<file path="src/rtl/bus_transfer_sequencer.sv">
// Register-transfer sequencer: queues (src, dst) bus-code pairs and plays each out as a
// DRIVE/LATCH pair of one-hot enables. Define BUS_XFER_HOLD_EN to add the 'hold' input.
module bus_transfer_sequencer #(
    parameter int DEPTH = 4,
    parameter int NCODE = 25
) (
    input  logic                     clk,
    input  logic                     clr_n,
`ifdef BUS_XFER_HOLD_EN
    input  logic                     hold,
`endif
    input  logic                     req_valid,
    output logic                     req_ready,
    input  logic [4:0]               req_src,
    input  logic [4:0]               req_dst,
    output logic [NCODE-1:0]         out_en,
    output logic [NCODE-1:0]         in_en,
    output logic                     busy,
    output logic                     err,
    output logic [$clog2(DEPTH):0]   count
);

    localparam int AW = $clog2(DEPTH);
    localparam int CW = AW + 1;

    typedef enum logic [1:0] {
        IDLE,
        DRIVE,
        LATCH
    } state_e;

    logic [4:0]       src_mem [DEPTH];
    logic [4:0]       dst_mem [DEPTH];
    logic [AW-1:0]    wr_ptr_q, wr_ptr_d;
    logic [AW-1:0]    rd_ptr_q, rd_ptr_d;
    logic [CW-1:0]    count_q, count_d;
    state_e           state_q, state_d;
    logic [4:0]       src_q, src_d;
    logic [4:0]       dst_q, dst_d;
    logic             err_q, err_d;
    logic [NCODE-1:0] out_en_q, out_en_d;
    logic [NCODE-1:0] in_en_q, in_en_d;

    logic             full, empty, push, pop;
    logic [4:0]       head_src, head_dst;
    logic             head_legal;

    function automatic logic [NCODE-1:0] onehot(input logic [4:0] code);
        return {{(NCODE-1){1'b0}}, 1'b1} << code;
    endfunction

    assign full       = (count_q == CW'(DEPTH));
    assign empty      = (count_q == '0);
    assign push       = req_valid && !full;
    assign head_src   = src_mem[rd_ptr_q];
    assign head_dst   = dst_mem[rd_ptr_q];
    // HI..Zlo sources are fine, but Zhigh, Zlo and C_extended can never be loaded.
    assign head_legal = (int'(head_src) < NCODE) && (head_dst <= 5'd23)
                        && (head_dst != 5'd18) && (head_dst != 5'd19);

    // NOTE: the FIFO storage has no reset; occupancy is tracked by count_q, so stale
    // entries are never observed and the array can map onto plain RAM/flops without reset.
    always_ff @(posedge clk) begin
        if (push) begin
            src_mem[wr_ptr_q] <= req_src;
            dst_mem[wr_ptr_q] <= req_dst;
        end
    end

    always_comb begin
        // NOTE: every comb output gets a default first so no path can infer a latch.
        state_d  = state_q;
        src_d    = src_q;
        dst_d    = dst_q;
        err_d    = err_q;
        pop      = 1'b0;
        case (state_q)
            IDLE, LATCH: begin
                state_d = IDLE;
                if (!empty) begin
                    pop = 1'b1;
                    if (head_legal) begin
                        state_d = DRIVE;
                        src_d   = head_src;
                        dst_d   = head_dst;
                    end else begin
                        err_d = 1'b1;
                    end
                end
            end
            DRIVE: begin
`ifdef BUS_XFER_HOLD_EN
                state_d = hold ? DRIVE : LATCH;
`else
                state_d = LATCH;
`endif
            end
            default: state_d = IDLE;
        endcase

        wr_ptr_d = push ? wr_ptr_q + AW'(1) : wr_ptr_q;
        rd_ptr_d = pop  ? rd_ptr_q + AW'(1) : rd_ptr_q;
        count_d  = count_q + CW'(push) - CW'(pop);

        // Enables are decoded from next state and registered, so they never glitch.
        out_en_d = (state_d != IDLE)  ? onehot(src_d) : '0;
        in_en_d  = (state_d == LATCH) ? onehot(dst_d) : '0;
    end

    // NOTE: sequential state uses non-blocking assignments only.
    always_ff @(posedge clk or negedge clr_n) begin
        if (!clr_n) begin
            state_q  <= IDLE;
            wr_ptr_q <= '0;
            rd_ptr_q <= '0;
            count_q  <= '0;
            src_q    <= '0;
            dst_q    <= '0;
            err_q    <= 1'b0;
            out_en_q <= '0;
            in_en_q  <= '0;
        end else begin
            state_q  <= state_d;
            wr_ptr_q <= wr_ptr_d;
            rd_ptr_q <= rd_ptr_d;
            count_q  <= count_d;
            src_q    <= src_d;
            dst_q    <= dst_d;
            err_q    <= err_d;
            out_en_q <= out_en_d;
            in_en_q  <= in_en_d;
        end
    end

    assign req_ready = !full;
    assign busy      = (state_q != IDLE) || !empty;
    assign err       = err_q;
    assign count     = count_q;
    assign out_en    = out_en_q;
    assign in_en     = in_en_q;

endmodule

</file>
<file path="config.mk">
export PLATFORM = sky130hd
export DESIGN_NAME = bus_transfer_sequencer
export DESIGN_NICKNAME = d
export VERILOG_FILES = /design/src/rtl/bus_transfer_sequencer.sv
export SDC_FILE = /design/constraint.sdc
export NUM_CORES = 1
export LEC_CHECK = 0
export ABC_AREA = 1
export BUFFER_PORTS_ARGS = -buffer_cell sky130_fd_sc_hd__buf_2
export CAP_MARGIN = 15
export CELL_PAD_IN_SITES_DETAIL_PLACEMENT = 1
export CELL_PAD_IN_SITES_GLOBAL_PLACEMENT = 1
export CORE_AREA = 2 2 98 100
export CTS_BUF_LIST = sky130_fd_sc_hd__clkbuf_4 sky130_fd_sc_hd__clkbuf_8
export DETAILED_ROUTE_END_ITERATION = 16
export DIE_AREA = 0 0 100 102
export HOLD_SLACK_MARGIN = 0.06
export PLACE_DENSITY = 0.85
export SKIP_LAST_GASP = 1
export SLEW_MARGIN = 20
export SYNTH_ARGS = -nofsm -noshare
export SYNTH_HDL_FRONTEND = slang
export SYNTH_SLANG_ARGS = --single-unit
</file>
<file path="constraint.sdc">
create_clock -name clk -period 6.8 [get_ports clk]
set_input_delay 2.04 -clock clk [delete_from_list [all_inputs] [get_ports clk]]
set_output_delay 2.04 -clock clk [all_outputs]
set_load 0.01 [all_outputs]
</file>
==> flow_summary.ini <==
[outcome]
status = completed

[synthesis]
ys_types = 30
synth.cell_area_um2 = 4389
yosysTopAreaCellShare = 0.3991
synth_cells = 402
yosysSeqAreaShare = 0.6727
synth-edff-count = 40
synthArstFlopShare = 0.6364
yosysMostFrequentCell = nand2_1
synth_commonest_cells = nand2_1, dfrtp_1, nor2_1, edfxtp_1, inv_1
synthFlopType = dfrtp_1
synth_seq_cells = 110
syn-num-nets = 422
syn_area_per_cell_um2 = 10.92
yosys_warnings = 0
yosys.area.top_type = dfrtp_1
synthTopCellsByArea = dfrtp_1, edfxtp_1, nand2_1

[sta]
finalHoldViolCount = 0
period_minus_slack_ns = 3.702
max_freq_mhz = 270.2
whs_ns = 0.4847
setup_violations = 0
skew_ns = 0.01596
worst_pin_slew_ns = 0.8774
slew-limit-headroom = 0.4129
postLayoutSetupSlackWorst_ns = 3.098
drv_slew = 0
fin_crit_sh = 0.5443
setup_tns_ns = 0
rsz0062_at_grt = no

[global_route]
grt.busiest_layer = met2
met2_usage = 0.3643
grt_first_pass_wirelength_um = 16050
grt_overflow_total = 0
met1_usage = 0.2516
grt_use_total = 0.2051
antenna_found_initial = 0
grt_pass1_vias = 3322
gr-usage-met3 = 0.03215
grt_max_degree = 71

[clock_network]
post_cts_buffers = 0
clockRootBuffer = clkbuf_8
cts.repair.resized = 0
cts_max_level = 3
numCtsBuffers = 9
clock_sink_count = 110
cts_tree = built
clock_path_buffers = 2
cts_hold_buf = 0
cts.clk_slew.worst_paths_ns = 0.10
clkLatencyLatePin_ns = 0.38

[die]
die_h_um = 102
rows = 35
die_x_um = 100
core_area_um2 = 9109
start_util = 0.4819
boundaryPins = 69
die_area_um2 = 10200

[finish]
area_growth_syn_to_layout_pct = 14.00
fill_cells = 1021
nets = 491
antenna_cells = 0
utilization = 0.5493
drive_gt1_frac = 0.2332

[pwr]
clkPwrFrac = 0.158
p_sw_uw = 1258
p_per_area_nw_per_um2 = 522.7
p_leak_uw = 0.002435
power_frac_comb = 0.483
ir_drop_mv = 0.1936
finalPower_uw = 2616
internal_power_uw = 1358
p_sw_frac = 0.4808
pwr-share-seq = 0.359

[detailed_routing]
vias_per_cell = 5.194
wire_per_inst_um = 16.33
drt_iter0_drc = 69
drcViolationCount = 0
vias = 3049
ant_nets = 0
finalWirelength_um = 9586
drt_first_pass_iters = 4

[place]
routabilityCongestion = 0.8120
portBuffers = 68
pre_cts_ws_ns = 3.241
hpwl_um = 6808

[critical_path]
cp.arrival_ns = 1.66
crit_path_start = count[1]
endpoint_kind = output pin
required_ns = 4.76
critPathCapture = busy
criticalPathCategory = reg2out
path_max_fanout = 5
rrSetupSlack_ns = 3.77
worst_setup_path_start_kind = flop
rr_endpoint = out_en[8]
cp_slowest_stage_delay_ns = 0.47
critical_path.slowest_cell = nor3_1
path_cells = nor3_1 > nand3_1 > buf_2
r2r-start = rd_ptr_q[0]
reg2reg_depth = 12

[worst_hold_path]
hold_depth = 1
min_path_type = reg2reg

[job]
drv_cap = 0
==> power groups by stage <==
stage          sequential [uW]  combinational, uW  clock, uW
2_1_floorplan              942                945          0
3_3_place_gp               940               1170          0
3_5_place_dp               955               1260          0
4_1_cts                    942               1270        424
5_1_grt                    959               1430        451
6_report                   938               1260        414
==> registers in the layout, indices dropped and copies added (netlist names) <==
register / cells
count: 3
dst_mem: 20
dst_q: 5
err: 1
in_en: 25
out_en: 25
rd_ptr_q: 2
src_mem: 20
src_q: 5
state_q: 2
wr_ptr_q: 2
==> metal layers <==
layer,share of wire,up-vias
met2,0.52,63
met3,0.030,15
met5,0,-
li1,-,1447
met1,0.43,1524
met4,0.023,0
==> metrics by stage <==
step           instances  cell area, um^2
6_report             587             5004
5_1_grt              587             5004
4_1_cts              587             5004
3_5_place_dp         571             4795
3_3_place_gp         571             4792
2_1_floorplan        402             4389
==> layout make-up <==
cell class                 count  area [um^2]  share of cell area
clock buffer                  10        131.4             0.02626
clock inverter                 6        77.57             0.01550
inverter                      38        142.6             0.02851
multi-input combinational    243         1212              0.2423
sequential                   110         2953              0.5901
tap                          111        138.9             0.02776
timing repair buffer          69        347.8             0.06952
==> cell families after synthesis <==
kind of cell    count (synthesis)  synth area share
buf+inv                        49           0.05159
simple gates                  218            0.2218
fa+ha+maj                       7           0.02166
xor+xnor                        5          0.009979
compound gates                 12           0.01995
mux                             1          0.002281
flops                         110            0.6727
==> worst min path at each step <==
stage,from,to,slack (ns)
global route,err,err,0.50
finish,err,err,0.48
CTS,err,err,0.49
detailed placement,err,err,0.47
floorplan,state_q[1],state_q[1],0.47
global placement,err,err,0.46
==> critical path, delay by kind of cell (launching register included) <==
family	cells	cell delay, ns
AND/OR/NAND/NOR	2	0.64
buffers and inverters	1	0.18
flip-flops	1	0.46
==> placed cells by master, fill, tap and decap left out, types with 3 or more instances in the layout <==
cell type,n
nand2_1,83
o21ai_2,3
buf_2,68
nand3_1,20
dfrtp_1,70
inv_1,33
ha_1,6
nand2_2,12
inv_2,5
clkbuf_8,9
nor2_1,69
nand4_1,27
o21ai_0,3
xor2_1,3
edfxtp_1,40
No activity file was read; power rests on OpenSTA's default activity.
